**src/rtl/boot_heartbeat_monitor_pkg.sv**
```systemverilog
// -----------------------------------------------------------------------------
// boot_heartbeat_monitor_pkg
//   Shared types and constants for the boot heartbeat monitor:
//   - state_t : monitor FSM states
//   - FC_*    : fail codes driven on the fail_code status pins
// -----------------------------------------------------------------------------
package boot_heartbeat_monitor_pkg;

    typedef enum logic [1:0] {
        IDLE       = 2'd0,
        WAIT_FIRST = 2'd1,
        MEASURE    = 2'd2,
        FAIL       = 2'd3
    } state_t;

    localparam logic [1:0] FC_NONE   = 2'b00;  // no violation
    localparam logic [1:0] FC_NOEDGE = 2'b01;  // no first edge before timeout
    localparam logic [1:0] FC_SHORT  = 2'b10;  // half-period below minimum
    localparam logic [1:0] FC_LONG   = 2'b11;  // half-period above maximum

endpackage

```
**src/rtl/boot_heartbeat_monitor_if.sv**
```systemverilog
// -----------------------------------------------------------------------------
// boot_heartbeat_monitor_if
//   Groups the monitor's control input, heartbeat input and status outputs.
//   master : drives en / hb_in, observes the status
//   slave  : the monitor itself
//   Signals: en, hb_in (to monitor); pass, fail, fail_code, toggle_cnt,
//            last_half, busy, dbg_state (from monitor).
// -----------------------------------------------------------------------------
interface boot_heartbeat_monitor_if #(
    parameter int CNT_W = 16
);
    import boot_heartbeat_monitor_pkg::*;

    logic             en;
    logic             hb_in;
    logic             pass;
    logic             fail;
    logic [1:0]       fail_code;
    logic [7:0]       toggle_cnt;
    logic [CNT_W-1:0] last_half;
    logic             busy;
    state_t           dbg_state;

    modport master (
        output en, hb_in,
        input  pass, fail, fail_code, toggle_cnt, last_half, busy, dbg_state
    );

    modport slave (
        input  en, hb_in,
        output pass, fail, fail_code, toggle_cnt, last_half, busy, dbg_state
    );

endinterface

```
**src/rtl/boot_heartbeat_monitor_edge_detect.sv**
```systemverilog
// -----------------------------------------------------------------------------
// boot_heartbeat_monitor_edge_detect
//   One-flop edge detector reporting both polarities.
//   Ports: clk, rst_n (async active-low), d (sampled signal),
//          clr (suppress the report this cycle; the flop still samples),
//          pulse (high for one cycle when d differs from its last sample).
// -----------------------------------------------------------------------------
module boot_heartbeat_monitor_edge_detect (
    input  logic clk,
    input  logic rst_n,
    input  logic d,
    input  logic clr,
    output logic pulse
);

    logic d_q;

    always_ff @(posedge clk or negedge rst_n) begin
        if (!rst_n) begin
            d_q <= 1'b0;
        end else begin
            d_q <= d;
        end
    end

    assign pulse = ~clr & (d ^ d_q);

endmodule

```
**src/rtl/boot_heartbeat_monitor.sv**
```systemverilog
// -----------------------------------------------------------------------------
// boot_heartbeat_monitor
//   Watches the boot program's heartbeat toggle and checks that every
//   half-period (edge-to-edge distance in clk cycles) lies within
//   [MIN_HALF, MAX_HALF]. Raises sticky pass/fail flags and a fail code.
//   Ports: clk, rst_n (async active-low), mon (slave modport): en, hb_in in;
//          pass, fail, fail_code, toggle_cnt, last_half, busy, dbg_state out.
// -----------------------------------------------------------------------------
module boot_heartbeat_monitor
    import boot_heartbeat_monitor_pkg::*;
#(
    parameter int CNT_W       = 16,
    parameter int MIN_HALF    = 256,
    parameter int MAX_HALF    = 61440,
    parameter int FIRST_TMO   = 65535,
    parameter int REQ_TOGGLES = 4
) (
    input  logic                     clk,
    input  logic                     rst_n,
    boot_heartbeat_monitor_if.slave  mon
);

    localparam int GOOD_W = $clog2(REQ_TOGGLES + 1);

    state_t            state_q, state_d;
    logic [CNT_W-1:0]  cnt_q, cnt_d;
    logic [GOOD_W-1:0] good_q, good_d;
    logic [7:0]        toggle_q, toggle_d;
    logic [CNT_W-1:0]  last_half_q, last_half_d;
    logic              pass_q, pass_d;
    logic              fail_q, fail_d;
    logic [1:0]        code_q, code_d;

    logic              arm;
    logic              hb_edge;
    logic [CNT_W-1:0]  cnt_inc;
    logic [7:0]        toggle_inc;
    logic [CNT_W:0]    half;       // one extra bit so cnt+1 never wraps
    logic [CNT_W-1:0]  half_sat;

    // The arm cycle is the IDLE cycle with en high; its edge report is masked.
    assign arm = (state_q == IDLE) && mon.en;

    boot_heartbeat_monitor_edge_detect u_edge (
        .clk   (clk),
        .rst_n (rst_n),
        .d     (mon.hb_in),
        .clr   (arm),
        .pulse (hb_edge)
    );

    assign cnt_inc    = (cnt_q == {CNT_W{1'b1}}) ? cnt_q : cnt_q + 1'b1;
    assign toggle_inc = (toggle_q == 8'hFF) ? toggle_q : toggle_q + 8'd1;
    assign half       = {1'b0, cnt_q} + 1'b1;
    assign half_sat   = half[CNT_W] ? {CNT_W{1'b1}} : half[CNT_W-1:0];

    always_ff @(posedge clk or negedge rst_n) begin
        if (!rst_n) begin
            state_q     <= IDLE;
            cnt_q       <= '0;
            good_q      <= '0;
            toggle_q    <= '0;
            last_half_q <= '0;
            pass_q      <= 1'b0;
            fail_q      <= 1'b0;
            code_q      <= FC_NONE;
        end else begin
            state_q     <= state_d;
            cnt_q       <= cnt_d;
            good_q      <= good_d;
            toggle_q    <= toggle_d;
            last_half_q <= last_half_d;
            pass_q      <= pass_d;
            fail_q      <= fail_d;
            code_q      <= code_d;
        end
    end

    always_comb begin
        state_d     = state_q;
        cnt_d       = cnt_q;
        good_d      = good_q;
        toggle_d    = toggle_q;
        last_half_d = last_half_q;
        pass_d      = pass_q;
        fail_d      = fail_q;
        code_d      = code_q;

        if (!mon.en) begin
            // Status is held for software; only the FSM and counter drop back.
            state_d = IDLE;
            cnt_d   = '0;
        end else begin
            case (state_q)
                IDLE: begin
                    state_d     = WAIT_FIRST;
                    cnt_d       = '0;
                    good_d      = '0;
                    toggle_d    = '0;
                    last_half_d = '0;
                    pass_d      = 1'b0;
                    fail_d      = 1'b0;
                    code_d      = FC_NONE;
                end
                WAIT_FIRST: begin
                    // An edge wins over the timeout in the same cycle.
                    if (hb_edge) begin
                        state_d  = MEASURE;
                        cnt_d    = '0;
                        toggle_d = toggle_inc;
                    end else if (cnt_q == CNT_W'(FIRST_TMO)) begin
                        state_d = FAIL;
                        fail_d  = 1'b1;
                        code_d  = FC_NOEDGE;
                    end else begin
                        cnt_d = cnt_inc;
                    end
                end
                MEASURE: begin
                    if (hb_edge) begin
                        cnt_d       = '0;
                        toggle_d    = toggle_inc;
                        last_half_d = half_sat;
                        if (half < (CNT_W+1)'(MIN_HALF)) begin
                            state_d = FAIL;
                            fail_d  = 1'b1;
                            code_d  = FC_SHORT;
                        end else if (good_q != GOOD_W'(REQ_TOGGLES)) begin
                            good_d = good_q + 1'b1;
                            if (good_q + 1'b1 == GOOD_W'(REQ_TOGGLES)) begin
                                pass_d = 1'b1;
                            end
                        end
                    end else if (half > (CNT_W+1)'(MAX_HALF)) begin
                        // Too long is flagged as soon as the limit passes.
                        state_d = FAIL;
                        fail_d  = 1'b1;
                        code_d  = FC_LONG;
                    end else begin
                        cnt_d = cnt_inc;
                    end
                end
                FAIL: begin
                    // Terminal until en drops; everything frozen.
                end
                default: begin
                    state_d = IDLE;
                end
            endcase
        end
    end

    assign mon.pass       = pass_q;
    assign mon.fail       = fail_q;
    assign mon.fail_code  = code_q;
    assign mon.toggle_cnt = toggle_q;
    assign mon.last_half  = last_half_q;
    assign mon.busy       = (state_q == WAIT_FIRST) || (state_q == MEASURE);
    assign mon.dbg_state  = state_q;

endmodule

```
**src/flat_wrapper.sv**
```systemverilog
// flat-port wrapper written by rule: the top's interface ports become plain ports
module boot_heartbeat_monitor_flat import boot_heartbeat_monitor_pkg::*;
#(
    parameter int CNT_W       = 16,
    parameter int MIN_HALF    = 256,
    parameter int MAX_HALF    = 61440,
    parameter int FIRST_TMO   = 65535,
    parameter int REQ_TOGGLES = 4
)
  (clk, rst_n, mon_en, mon_hb_in, mon_pass, mon_fail, mon_fail_code, mon_toggle_cnt, mon_last_half, mon_busy, mon_dbg_state);
  boot_heartbeat_monitor_if #(.CNT_W(CNT_W)) mon_i ();
  input  logic clk;
  input  logic rst_n;
  input wire logic [$bits(mon_i.en)-1:0] mon_en;
  input wire logic [$bits(mon_i.hb_in)-1:0] mon_hb_in;
  output wire logic [$bits(mon_i.pass)-1:0] mon_pass;
  output wire logic [$bits(mon_i.fail)-1:0] mon_fail;
  output wire logic [$bits(mon_i.fail_code)-1:0] mon_fail_code;
  output wire logic [$bits(mon_i.toggle_cnt)-1:0] mon_toggle_cnt;
  output wire logic [$bits(mon_i.last_half)-1:0] mon_last_half;
  output wire logic [$bits(mon_i.busy)-1:0] mon_busy;
  output wire logic [$bits(mon_i.dbg_state)-1:0] mon_dbg_state;
  assign mon_i.en = mon_en;
  assign mon_i.hb_in = mon_hb_in;
  assign mon_pass = mon_i.pass;
  assign mon_fail = mon_i.fail;
  assign mon_fail_code = mon_i.fail_code;
  assign mon_toggle_cnt = mon_i.toggle_cnt;
  assign mon_last_half = mon_i.last_half;
  assign mon_busy = mon_i.busy;
  assign mon_dbg_state = mon_i.dbg_state;
  boot_heartbeat_monitor #(.CNT_W(CNT_W), .MIN_HALF(MIN_HALF), .MAX_HALF(MAX_HALF), .FIRST_TMO(FIRST_TMO), .REQ_TOGGLES(REQ_TOGGLES)) u_core (.clk(clk), .rst_n(rst_n), .mon(mon_i));
endmodule
```
**config.mk**
```make
export PLATFORM = sky130hd
export DESIGN_NAME = boot_heartbeat_monitor_flat
export DESIGN_NICKNAME = d
export VERILOG_FILES = /design/src/rtl/boot_heartbeat_monitor_pkg.sv /design/src/rtl/boot_heartbeat_monitor_if.sv /design/src/rtl/boot_heartbeat_monitor_edge_detect.sv /design/src/rtl/boot_heartbeat_monitor.sv /design/src/flat_wrapper.sv
export SDC_FILE = /design/constraint.sdc
export NUM_CORES = 1
export LEC_CHECK = 0
export ABC_AREA = 1
export BUFFER_PORTS_ARGS = -buffer_cell sky130_fd_sc_hd__buf_2
export CORE_MARGIN = 2
export CORE_UTILIZATION = 35
export CTS_CLUSTER_DIAMETER = 100
export DETAILED_ROUTE_END_ITERATION = 8
export GPL_TIMING_DRIVEN = 1
export SLEW_MARGIN = 20
export SYNTH_ARGS = -nofsm -noshare
export SYNTH_HDL_FRONTEND = slang
export SYNTH_SLANG_ARGS = --single-unit
```
**constraint.sdc**
```tcl
create_clock -name clk -period 1.8 [get_ports clk]
set_clock_uncertainty 0.05 [all_clocks]
set_input_delay 0.54 -clock clk [delete_from_list [all_inputs] [get_ports clk]]
set_output_delay 0.54 -clock clk [all_outputs]
set_load 0.005 [all_outputs]
```
# Word level (Yosys, flattened, before mapping)

Index checks and enable logic that the tools add are counted.

Bits in registers: 50
Input bits: 4
Output and inout port bits: 31
Logic and storage cells: 94

$add $sub $neg: 4
Order comparisons: 2
Equality and inequality tests: 22
Multiplexer cells: 40
Bitwise gates (word level): 3
Reductions and logical operators: 14

Operators with widths:

| cell                                                            | number |
|---|---|
| two-way mux 16 bit                                              | 8 |
| one-hot mux 16 bit (3 select lines)                             | 1 |
| one-hot mux 16 bit (2 select lines)                             | 1 |
| two-way mux 2 bit                                               | 10 |
| adder 16 x 1 -> 17 bit, second input constant                   | 1 |
| greater-than comparator 17 x 16 -> 1 bit, second input constant | 1 |
| less-than comparator 17 x 9 -> 1 bit, second input constant     | 1 |
| adder 16 x 1 -> 16 bit, second input constant                   | 1 |
| == test 16 bit, second input constant                           | 1 |
| two-way mux 8 bit                                               | 2 |
| one-hot mux 8 bit (2 select lines)                              | 1 |
| one-hot mux 2 bit (3 select lines)                              | 2 |
| AND reduction 6 bit                                             | 2 |
| != test 2 x 1 -> 1 bit, second input constant                   | 5 |
| two-way mux 1 bit                                               | 9 |
| two-way mux 3 bit                                               | 3 |
| adder 8 x 1 -> 8 bit, second input constant                     | 1 |
| == test 8 bit, second input constant                            | 1 |
| != test 4 x 2 -> 1 bit, second input constant                   | 2 |
| != test 4 x 3 -> 1 bit, second input constant                   | 2 |
| AND reduction 4 bit                                             | 2 |
| != test 2 bit, second input constant                            | 3 |
| != test 3 bit, second input constant                            | 2 |
| one-hot mux 3 bit (2 select lines)                              | 1 |
| other kinds (20)                                                | 22 |

# Depth between registers and ports, before layout

Gate-level depths: netlist (run 1).

Depth after elaboration: 7
Gate-level depth with buffers: 17
Depth with buffers taken out: 17

# By module

Synthesis (run 1) repeated with hierarchy kept, for this count alone.

Cell total of the unflattened synthesis: 418
Area, all modules: 3057.9 um^2

Modules (own cells, without submodules):

| module                             | instances | cells an instance | area an instance (um^2) | sequential area each (um^2) |
|---|---|---|---|---|
| boot_heartbeat_monitor             | 1         | 412               | 3014.1                  | 1226.2 |
| boot_heartbeat_monitor_edge_detect | 1         | 6                 | 43.8                    | 25.0 |

# Worst setup path after synthesis (run 1)

Ideal clock, no wire load.

Path type: register to register
From: register u_core.cnt_q[0]
To: register u_core.cnt_q[2]
Setup time: 118 ps
Arrival time: 1808 ps
Data required time: 1632 ps
Setup slack: -176 ps
Stages on the path, launching flop included: 18
Path buffers: 1
Clock period less this slack: 1976 ps
Cells stage by stage: dfrtp_1 ha_1 nand2_1 nor2_4 nand2_4 nand2_1 nand2_2 nor2_1 nand2_1 nor2_1 nand2_1 nand2_2 nand2_2 nand3_2 nand2_4 buf_12 nand2_1 o21ai_2

Longest elaborated chain between the ends: 6
Elaborated cells on any way between the ends: 14
Those cells by class: 2 x add/sub; 1 x order compare; 3 x eq/ne; 7 x mux; 1 x reduce/logical

RTL lines:

| what                                                                           | line                         | source |
|---|---|---|
| from (decl)                                                                    | boot_heartbeat_monitor.sv:26 | `logic [CNT_W-1:0] cnt_q, cnt_d;` |
| from (signal assigned)                                                         | boot_heartbeat_monitor.sv:69 | `cnt_q <= cnt_d;` |
| parallel branches: the longest is 6 deep, another holds adder 16 x 1 -> 17 bit | n/a                          |  |

Several ways; the timed one is not identified. The select of a mux whose other input is x is not followed.
A chain may end at the register's enable or synchronous reset.

# Final worst setup path (run 1)

From: register u_core.cnt_q[0]
To: register u_core.cnt_q[12]

The elaborated chain is that of the path after synthesis.

==> impl_metrics.csv, run 1 <==
group,metric,value,unit
outcome,status,"complete, but fails checks",
outcome,failed_checks,"negative setup slack",
synthesis,syn_area,0.00306,mm^2
power_and_ir_drop,switching_share,37.1,%
grt,grt_pass1_vias,3111,
grt,overflow,0,
synthesis,yosysTopAreaCell,"dfrtp_1",
synthesis,yosysWarningCount,0,
clock_tree,cts_max_level,2,
synthesis,synth-main-ff-cell,"dfrtp_1",
placed_design,place_congestion,0.882,
synthesis,async_flop_share,100,%
hold_path,worstHoldPathType,"in -> async",
drt,wl_per_cell,13.5,um
grt,antenna_found_initial,0,
placed_design,post_dp_cell_area,0.00405,mm^2
placed_design,dp.cells,632,
power_and_ir_drop,power_leakage,0.00237,uW
clock_tree,clkSinkCount,50,
clock_tree,cts_buffer_depth,2,
synthesis,ys_types,33,
layout,antenna_cells,0,
floorplanning,io_pins,35,
power_and_ir_drop,clkPwrFrac,20.0,%
power_and_ir_drop,power_switching,1540,uW
layout,final_area,0.00475,mm^2
synthesis,ys_top_cells_by_count,"nand2_1, inv_1, dfrtp_1",
power_and_ir_drop,power.total,4160,uW
sta,worst_pin_slew,0.439,ns
floorplanning,die_area,0.00951,mm^2
sta,hold_viol_final,0,
synthesis,seq_area_frac_synth,40.9,%
worst_setup_path,cp-start-kind,"flop",
placed_design,pre_cts_slack,-0.442,ns
grt,grt_pass1_wl,14.2,mm
clock_tree,cts_made_buffers,5,
sta,fin_ws,-0.377,ns
worst_setup_path,crit_path_frequent_cell,"nand2_2",
synthesis,synth-edff-count,0,
worst_setup_path,reg2reg_to,"u_core.cnt_q[12]$_DFFE_PN0P_",
synthesis,yosysTopAreaCellShare,40.9,%
worst_setup_path,critPathCaptureType,"flop",
worst_setup_path,r2r_cells,16,
grt,track_usage,18.0,%
worst_setup_path,path_cells,"buf_6, inv_1, nor2_4, nand2_4, nor2_4, nand3_1, nand2_2, nand2_2, nor2_2, nand2_2, nand2_2, nand3_2, nand2_4, buf_12, nand2_1, o21ai_2",
floorplanning,die_h,97.5,um
power_and_ir_drop,internal_power,2610,uW
worst_setup_path,cp.arrival,2.37,ns
sta,fmax,0.459,GHz
worst_setup_path,slowest_stage,"dfrtp_1",
clock_tree,hold_buffers,0,
sta,max_slew_margin,70.7,%
clock_tree,cts_root_buf,"clkbuf_8",
layout,area_growth,55.3,%
layout,fillers,764,
sta,rsz0062_at_grt,"true",
drt,vias,3191,
drt,drc,0,
sta,fin_crit_sh,121,%
placed_design,hpwl,6.16,mm
sta,finalSetupViolations,30,
worst_setup_path,r2r_start,"u_core.cnt_q[0]$_DFFE_PN0P_",
power_and_ir_drop,p_per_area,875,mW/mm^2
clock_tree,clkTransAtPathRegs,0.10,ns
synthesis,syn_nets,425,
floorplanning,die_w,97.5,um
grt,grt_max_degree,36,
drt,ant_nets,0,
worst_setup_path,rrSetupSlack,-0.38,ns
layout,multi_input_area,0.00194,mm^2
placed_design,io_buffers,34,
flow_run,drv_cap,0,
synthesis,yosysMostFrequentCell,"nand2_1",
worst_setup_path,worst-path-max-fanout,13,
layout,regArea,0.00125,mm^2
floorplanning,core,0.00859,mm^2
layout,drive_gt1_share,49.2,%
worst_setup_path,critPathMaxStageDelay,0.43,ns
synthesis,synthCells,412,
drt,vias_per_cell,4.81,
clock_tree,cts_tree,"built",
floorplanning,initial_core_util,35.6,%
floorplanning,rows,34,
power_and_ir_drop,comb_power_share,48.3,%
worst_setup_path,worstSetupPathType,"reg -> reg",
sta,period_needed,2.18,ns
synthesis,syn_avg_cell_area,7.43,um^2
layout,instances_no_fill,663,
synthesis,yosys_register_bits,50,
synthesis,ys_top_cells_by_area,"dfrtp_1, nand2_1, inv_1, nand3_1, nor2_1",
clock_tree,clk_latency,0.31,ns
layout,final_nets,567,
drt,drt_iter0_drc,145,
power_and_ir_drop,pwr-share-seq,31.7,%
sta,maxSlewViolCount,0,
power_and_ir_drop,irDropWorstVdd,0.000435,V
worst_setup_path,required,2.00,ns
drt,wirelength,8.96,mm
drt,drtPass1Iterations,4,
[flip-flops by register name (all words and copies together), names as in the netlist]
| name | flops |
|---|---|
| u_core.mon.toggle_cnt | 8 |
| u_core.mon.dbg_state | 2 |
| u_core.mon.pass | 1 |
| u_core.cnt_q | 16 |
| u_core.mon.fail_code | 2 |
| u_core.u_edge.d_q | 1 |
| u_core.good_q | 3 |
| u_core.mon.last_half | 16 |
| u_core.mon.fail | 1 |
[worst max path at each step]
stage / start / end / depth (start not counted)
after detailed placement: u_core.cnt_q[1]$_DFFE_PN0P_ / u_core.cnt_q[10]$_DFFE_PN0P_ / 14
after floorplan: u_core.cnt_q[1]$_DFFE_PN0P_ / u_core.cnt_q[10]$_DFFE_PN0P_ / 15
after global placement: u_core.cnt_q[1]$_DFFE_PN0P_ / u_core.cnt_q[7]$_DFFE_PN0P_ / 14
after CTS: u_core.cnt_q[0]$_DFFE_PN0P_ / u_core.cnt_q[10]$_DFFE_PN0P_ / 17
after global routing: u_core.cnt_q[0]$_DFFE_PN0P_ / u_core.cnt_q[12]$_DFFE_PN0P_ / 16
final: u_core.cnt_q[0]$_DFFE_PN0P_ / u_core.cnt_q[12]$_DFFE_PN0P_ / 16
[critical path: cells and delay by family (launching register included)]
family	cells	cell delay, ns
buf+inv	3	0.36
compound gates	1	0.05
simple gates	12	1.21
flops	1	0.43
[power groups by stage]
stage	registers, uW	logic (uW)	clock network [uW]
floorplan	1350	811	0
global placement	1330	1540	0
detailed placement	1330	1570	0
CTS	1320	1760	855
global route	1330	2170	890
finish	1320	2010	832
[cell families after synthesis]
family	synth area share [%]
flops	40.9
compound gates	12.6
simple gates	33.1
buf+inv	8.67
xor+xnor	1.14
fa+ha+maj	3.68
[placed cells by master (no fill, tap or decap), types with 2 or more instances in the layout]
| cell type | netlist | layout |
|---|---|---|
| inv_1 | 52 | 38 |
| o21bai_1 | 2 | 2 |
| nand4_1 | 6 | 6 |
| o21ai_2 | 16 | 16 |
| o21ai_4 | 0 | 2 |
| nand3_4 | 0 | 3 |
| nor3_1 | 5 | 3 |
| a21oi_2 | 0 | 2 |
| a21oi_1 | 5 | 3 |
| nand3_1 | 33 | 23 |
| nor2_2 | 4 | 9 |
| o21ai_1 | 4 | 15 |
| nand2_1 | 118 | 90 |
| inv_2 | 1 | 14 |
| ha_1 | 9 | 6 |
| nand2_2 | 9 | 33 |
| dfrtp_1 | 50 | 49 |
| buf_12 | 1 | 5 |
| nor2_1 | 43 | 24 |
| nand3_2 | 1 | 8 |
| nand2_4 | 2 | 6 |
| nor2_4 | 4 | 18 |
| buf_4 | 0 | 96 |
| o21ai_0 | 24 | 11 |
| xor2_1 | 3 | 2 |
| buf_2 | 1 | 33 |
| a32o_1 | 2 | 2 |
| buf_6 | 2 | 9 |
| a31oi_1 | 3 | 2 |
| ha_4 | 0 | 2 |
| clkbuf_8 | 0 | 5 |
[metrics by stage]
stage	hold WS, ns	util, %	setup TNS (ns)
after floorplan	0.194	-	-4.07
after CTS	0.115	50.7	-7.33
after global placement	0.406	47.2	-10.68
final	0.106	55.3	-9.01
after detailed placement	0.403	47.2	-12.28
after global routing	0.131	55.3	-13.38
[timing repair]
| item | in CTS | in global routing |
|---|---|---|
| gates resized for setup | 35 | 84 |
| setup buffers | 6 | 16 |
| setup endpoints to repair | 44 | 48 |
| pin swaps | 10 | 28 |
| cloned | 0 | 1 |
[routing by layer]
layer  vias to the layer above  track usage (%)  part of all wire [%]
met3                        12             2.16                   3.0
li1                       1601                -                     -
met2                        58             30.7                    50
met1                      1520             23.8                    46
met4                         0             5.77                   1.8
met5                         -                0                     0
[layout make-up]
type | instances | share of cell area, %
inverters | 53 | 4.24
multi-input cells | 300 | 40.8
well taps | 108 | 2.84
repair buffers | 144 | 23.4
clock inverters | 2 | 0.790
clock buffers | 6 | 1.53
flip-flops and latches | 50 | 26.4
No activity file was read; power rests on OpenSTA's default activity.
==> run 2: changes to the inputs <==
--- a/config.mk
+++ b/config.mk
@@ -5,7 +5,7 @@
 export SDC_FILE = /design/constraint.sdc
 export NUM_CORES = 1
 export LEC_CHECK = 0
-export ABC_AREA = 1
+export ABC_CLOCK_PERIOD_IN_PS = 1800
 export BUFFER_PORTS_ARGS = -buffer_cell sky130_fd_sc_hd__buf_2
 export CORE_MARGIN = 2
 export CORE_UTILIZATION = 35
==> impl_metrics.csv, run 2 <==
group,metric,value,unit
outcome,status,"complete, but fails checks",
outcome,failed_checks,"negative setup slack",
floorplanning,core,0.00826,mm^2
synthesis,yosysWarningCount,0,
drt,vias,3207,
layout,final_area,0.00503,mm^2
worst_setup_path,rrSetupSlack,-0.81,ns
placed_design,pre_cts_slack,-0.842,ns
layout,antenna_cells,0,
synthesis,yosys_register_bits,50,
layout,postLayoutCoreUtil,60.9,%
floorplanning,die_h,96.3,um
drt,wl_per_cell,16.2,um
synthesis,async_flop_share,100,%
clock_tree,clk_latency,0.31,ns
synthesis,yosysTopAreaCell,"dfrtp_1",
sta,setup_tns,-21.88,ns
clock_tree,clkTransAtPathRegs,0.10,ns
floorplanning,io_pins,35,
synthesis,syn_nets,347,
placed_design,dp.cells,552,
clock_tree,cts_max_level,2,
worst_setup_path,critPathCaptureType,"flop",
sta,maxSlewViolCount,0,
worst_setup_path,critPathMaxStageDelay,0.52,ns
worst_setup_path,slowest_stage,"or4_4",
synthesis,yosysMostFrequentCell,"dfrtp_1",
worst_setup_path,r2r_start,"u_core.cnt_q[1]$_DFFE_PN0P_",
synthesis,seq_area_frac_synth,41.9,%
layout,regArea,0.00125,mm^2
layout,final_cell_mix,"buf_4, dfrtp_1, buf_6, buf_2, nand2_1",
placed_design,place_congestion,0.899,
clock_tree,cts_root_buf,"clkbuf_8",
synthesis,syn_area,0.00298,mm^2
placed_design,post_dp_cell_area,0.00405,mm^2
power_and_ir_drop,p_per_area,779,mW/mm^2
clock_tree,cts_made_buffers,5,
grt,overflow,0,
drt,vias_per_cell,5.43,
worst_setup_path,cp.arrival,2.75,ns
worst_setup_path,r2r_cells,10,
placed_design,io_buffers,34,
synthesis,yosysTopAreaCellShare,41.9,%
clock_tree,cts_buffer_depth,2,
power_and_ir_drop,power_leakage,0.00247,uW
worst_setup_path,cp-start-kind,"flop",
floorplanning,die_area,0.00928,mm^2
worst_setup_path,crit_family,"simple AND/OR/NAND/NOR gates",
worst_setup_path,path_cells,"ha_4, nand3_4, or4_4, a311oi_2, and4_4, buf_4, o21ai_4, buf_6, o21ai_0, o31ai_2",
sta,max_slew_margin,70.8,%
drt,wirelength,9.59,mm
synthesis,synthCells,334,
synthesis,syn_avg_cell_area,8.93,um^2
synthesis,ys_types,57,
drt,drc,0,
synthesis,ys_top_cells_by_area,"dfrtp_1, o21ai_0, nand2_1, ha_1, a21oi_1",
flow_run,drv_cap,0,
sta,worst_pin_slew,0.436,ns
drt,drtPass1Iterations,4,
hold_path,worstHoldPathType,"in -> async",
floorplanning,die_w,96.3,um
layout,drive_gt1_share,54.1,%
worst_setup_path,required,1.94,ns
layout,instances_no_fill,591,
worst_setup_path,worstSetupPathType,"reg -> reg",
worst_setup_path,worst-path-max-fanout,6,
sta,period_needed,2.61,ns
clock_tree,cts_tree,"built",
grt,grt_max_degree,51,
floorplanning,initial_core_util,36.1,%
clock_tree,clkSinkCount,50,
worst_setup_path,reg2reg_to,"u_core.cnt_q[5]$_DFFE_PN0P_",
sta,rsz0062_at_grt,"true",
sta,fin_crit_sh,145,%
drt,ant_nets,0,
grt,grt_pass1_vias,3093,
placed_design,hpwl,5.92,mm
worst_setup_path,path_buf_inv,2,
layout,mostFrequentLayoutCell,"buf_4",
layout,area_growth,68.5,%
sta,finalSetupViolations,49,
layout,multi_input_area,0.00214,mm^2
drt,drt_iter0_drc,123,
synthesis,synth-edff-count,0,
synthesis,synth-main-ff-cell,"dfrtp_1",
sta,hold_viol_final,0,
layout,final_nets,498,
sta,fin_ws,-0.811,ns
layout,fillers,661,
grt,grt_pass1_wl,14.7,mm
grt,track_usage,20.2,%
power_and_ir_drop,irDropWorstVdd,0.000813,V
grt,antenna_found_initial,0,
synthesis,ys_top_cells_by_count,"dfrtp_1, nand2_1, nor2_1, o21ai_0, a21oi_1",
sta,fmax,0.383,GHz
floorplanning,rows,33,
run 2: cell types whose count changed after synthesis, moves of 15 or more:
cell     change
a21oi_1     +16
inv_1       -44
nand2_1     -87
nand3_1     -24
nor2_1      -16
o21ai_2     -15
run 2: where the power goes:
| group | switching [uW] | total, uW | internal [uW] |
|---|---|---|---|
| sequential | 63.8 | 1270 | 1210 |
| combinational | 885 | 1810 | 925 |
| clock | 414 | 832 | 418 |
| total | 1360 | 3910 | 2550 |
run 2: how the worst max path moves through the flow:
stage	from	endpoint	slack, ns	cells past startpoint
floorplan	u_core.cnt_q[1]$_DFFE_PN0P_	u_core.cnt_q[4]$_DFFE_PN0P_	-0.71	9
global placement	u_core.cnt_q[1]$_DFFE_PN0P_	u_core.cnt_q[12]$_DFFE_PN0P_	-0.73	9
detailed placement	u_core.cnt_q[1]$_DFFE_PN0P_	u_core.cnt_q[12]$_DFFE_PN0P_	-0.84	9
CTS	u_core.cnt_q[1]$_DFFE_PN0P_	u_core.cnt_q[14]$_DFFE_PN0P_	-0.73	10
global route	u_core.cnt_q[1]$_DFFE_PN0P_	u_core.cnt_q[12]$_DFFE_PN0P_	-0.91	9
finish	u_core.cnt_q[1]$_DFFE_PN0P_	u_core.cnt_q[5]$_DFFE_PN0P_	-0.81	10
run 2: timing repair:
item                       4_1_cts  5_1_grt
gates resized for setup         87       72
pin swaps                       19       22
hold buffers                     0        0
setup endpoints to repair       50       50
buffers inserted                17       17
cloned                           2        2
run 2: worst reg2reg max path, cell delays in order (launching register included):
cell and delay, ns:
dfrtp_1 0.41, ha_4 0.17, nand3_4 0.07, or4_4 0.52
a311oi_2 0.27, and4_4 0.30, buf_4 0.14, o21ai_4 0.09
buf_6 0.16, o21ai_0 0.22, o31ai_2 0.10
run 2: kinds of logic after synthesis:
logic type,count (synthesis),share of synthesized area [%]
buffers and inverters,32,4.57
and+or+nand+nor,115,19.4
muxes,3,1.09
DFF,50,41.9
AOI/OAI and AO/OA,108,24.2
adders and majority gates,9,3.78
xor gates and xnor gates,17,4.99
run 2: final cells by class:
type	instances	share of cell area, %
multi-input cells	252	42.6
repair buffers	168	27.0
flip-flops and latches	50	24.9
well taps	105	2.61
clock buffers	5	1.37
clock inverters	3	0.871
inverters	8	0.597
run 2: layer usage:
metal  routed length (um)  global-route usage, %  vias up
met5                    0                      0        -
met4                  228                   5.16        0
met3                  437                   2.58       22
met2                 4730                   34.3       90
met1                 4200                   27.2     1569
li1                     -                      -     1526
run 2: per-stage QoR:
step                      total power (uW)  hold slack [ns]
final                                 3910            0.155
after global routing                  4120            0.180
after CTS                             3750            0.165
after detailed placement              2650            0.410
after global placement                2630            0.407
after floorplan                       1980            0.194
==> run 3: changes to the inputs <==
--- a/config.mk
+++ b/config.mk
@@ -7,7 +7,7 @@
 export LEC_CHECK = 0
 export ABC_CLOCK_PERIOD_IN_PS = 1800
 export BUFFER_PORTS_ARGS = -buffer_cell sky130_fd_sc_hd__buf_2
-export CORE_MARGIN = 2
+export CORE_MARGIN = 3
 export CORE_UTILIZATION = 35
 export CTS_CLUSTER_DIAMETER = 100
 export DETAILED_ROUTE_END_ITERATION = 8
==> impl_metrics.csv, run 3 (same netlist as run 2, synthesis figures left out) <==
group,metric,value,unit
layout,fillers,739,
placed_design,dp.cells,538,
layout,area_growth,58.1,%
placed_design,io_buffers,34,
sta,rsz0062_at_grt,"true",
grt,grt_max_degree,51,
placed_design,place_congestion,0.902,
floorplanning,core,0.00826,mm^2
sta,fin_crit_sh,143,%
grt,antenna_found_initial,0,
clock_tree,hold_buffers,0,
layout,multi_input_area,0.00213,mm^2
layout,regArea,0.00125,mm^2
floorplanning,die_area,0.00967,mm^2
sta,worst_pin_slew,0.453,ns
layout,drive_gt1_share,48.7,%
floorplanning,initial_core_util,36.1,%
floorplanning,io_pins,35,
drt,wirelength,9.20,mm
layout,mostFrequentLayoutCell,"buf_4",
drt,vias_per_cell,5.41,
drt,drtPass1Iterations,5,
power_and_ir_drop,power.total,3860,uW
layout,final_nets,468,
outcome,failed_checks,"negative setup slack",
drt,vias,3036,
hold_path,worstHoldPathType,"in -> async",
sta,finalSetupViolations,48,
clock_tree,cts_tree,"built",
grt,use_met3,3.00,%
layout,postLayoutCoreUtil,57.1,%
floorplanning,die_w,98.3,um
grt,track_usage,18.6,%
drt,ant_nets,0,
sta,whs,0.150,ns
outcome,status,"complete, but fails checks",
sta,fmax,0.389,GHz
worst_setup_path,worst-path-max-fanout,6,
floorplanning,rows,33,
power_and_ir_drop,irDropWorstVdd,0.000660,V
clock_tree,cts_root_buf,"clkbuf_8",
sta,hold_viol_final,0,
clock_tree,cts_made_buffers,5,
clock_tree,clkSinkCount,50,
clock_tree,cts_buffer_depth,2,
grt,grt_pass1_vias,3101,
layout,instances_no_fill,561,
sta,period_needed,2.57,ns
grt,use_met1,23.1,%
grt,overflow,0,
layout,final_cell_mix,"buf_4, dfrtp_1, buf_2",
flow_run,drv_cap,0,
worst_setup_path,required,1.97,ns
clock_tree,cts_max_level,2,
sta,fin_ws,-0.771,ns
drt,drt_iter0_drc,125,
power_and_ir_drop,p_per_area,818,mW/mm^2
layout,antenna_cells,0,
clock_tree,clkTransAtPathRegs,0.10,ns
sta,max_slew_margin,69.7,%
grt,use_met2,32.5,%
drt,wl_per_cell,16.4,um
floorplanning,die_h,98.3,um
worst_setup_path,worstSetupPathType,"reg -> reg",
sta,maxSlewViolCount,0,
placed_design,hpwl,5.98,mm
worst_setup_path,cp.arrival,2.74,ns
worst_setup_path,critPathCaptureType,"flop",
worst_setup_path,cp-start-kind,"flop",
clock_tree,clk_latency,0.32,ns
drt,drc,0,
sta,setup_tns,-21.77,ns
grt,top_usage_layer,"met2",
grt,grt_pass1_wl,14.8,mm
power_and_ir_drop,power_leakage,0.00233,uW
run 3: cell types whose count changed in the layout (fill, tap and decap cells not counted), sizes merged:
cell | previous run | this run
clkbuf | 6 | 5
buf | 167 | 137
a311o | 1 | 2
run 3: worst max-delay path, cell delays in order (launching register included):
cell and delay [ns]:
dfrtp_1 0.41, ha_4 0.17, nand3_4 0.07, or4_4 0.53, a311oi_4 0.24, and4_4 0.29, o21ai_4 0.07, a311o_2 0.43
o41ai_2 0.22
run 3: power by group:
| group | internal [uW] | leakage, uW | switching (uW) |
|---|---|---|---|
| clock | 418 | 0.0000585 | 428 |
| combinational | 852 | 0.00158 | 893 |
| sequential | 1210 | 0.000689 | 60.5 |
run 3: layout make-up:
cell class | instances | share of cell area (%)
multi-input cells | 253 | 45.1
flip-flops and latches | 50 | 26.6
repair buffers | 137 | 22.5
well taps | 105 | 2.79
clock buffers | 5 | 1.46
clock inverters | 3 | 0.929
inverters | 8 | 0.637
run 3: through the flow:
stage | worst slack, ns | cell area, um^2
after floorplan | -0.710 | 3090
after global placement | -0.815 | 3950
after detailed placement | -0.891 | 3950
after CTS | -0.798 | 4450
after global routing | -0.888 | 4720
final | -0.771 | 4720
run 3: routing by layer:
metal | wire length, um | up-vias
met5 | 0 | -
met4 | 162 | 0
met3 | 250 | 14
met2 | 4710 | 49
met1 | 4080 | 1509
li1 | - | 1464
run 3: final timing paths:
check | start | to | slack [ns] | cells after the start
max in group asynchronous | rst_n | u_core.cnt_q[0]$_DFFE_PN0P_ | 1.30 | 2
hold reg to reg | u_core.mon.last_half[9]$_DFFE_PN0P_ | u_core.mon.last_half[9]$_DFFE_PN0P_ | 0.43 | 1
min in group clk | mon_hb_in | u_core.u_edge.d_q$_DFF_PN0_ | 0.30 | 1
hold / removal | rst_n | u_core.cnt_q[6]$_DFFE_PN0P_ | 0.15 | 2
setup reg to reg | u_core.cnt_q[1]$_DFFE_PN0P_ | u_core.cnt_q[12]$_DFFE_PN0P_ | -0.77 | 8
setup / recovery | u_core.cnt_q[1]$_DFFE_PN0P_ | u_core.cnt_q[12]$_DFFE_PN0P_ | -0.77 | 8
run 3: timing repair:
item | CTS | global route
resized for setup | 75 | 56
endpoints found under the setup margin | 50 | 50
buffers inserted | 11 | 7
cloned | 4 | 0
pin swaps | 20 | 24
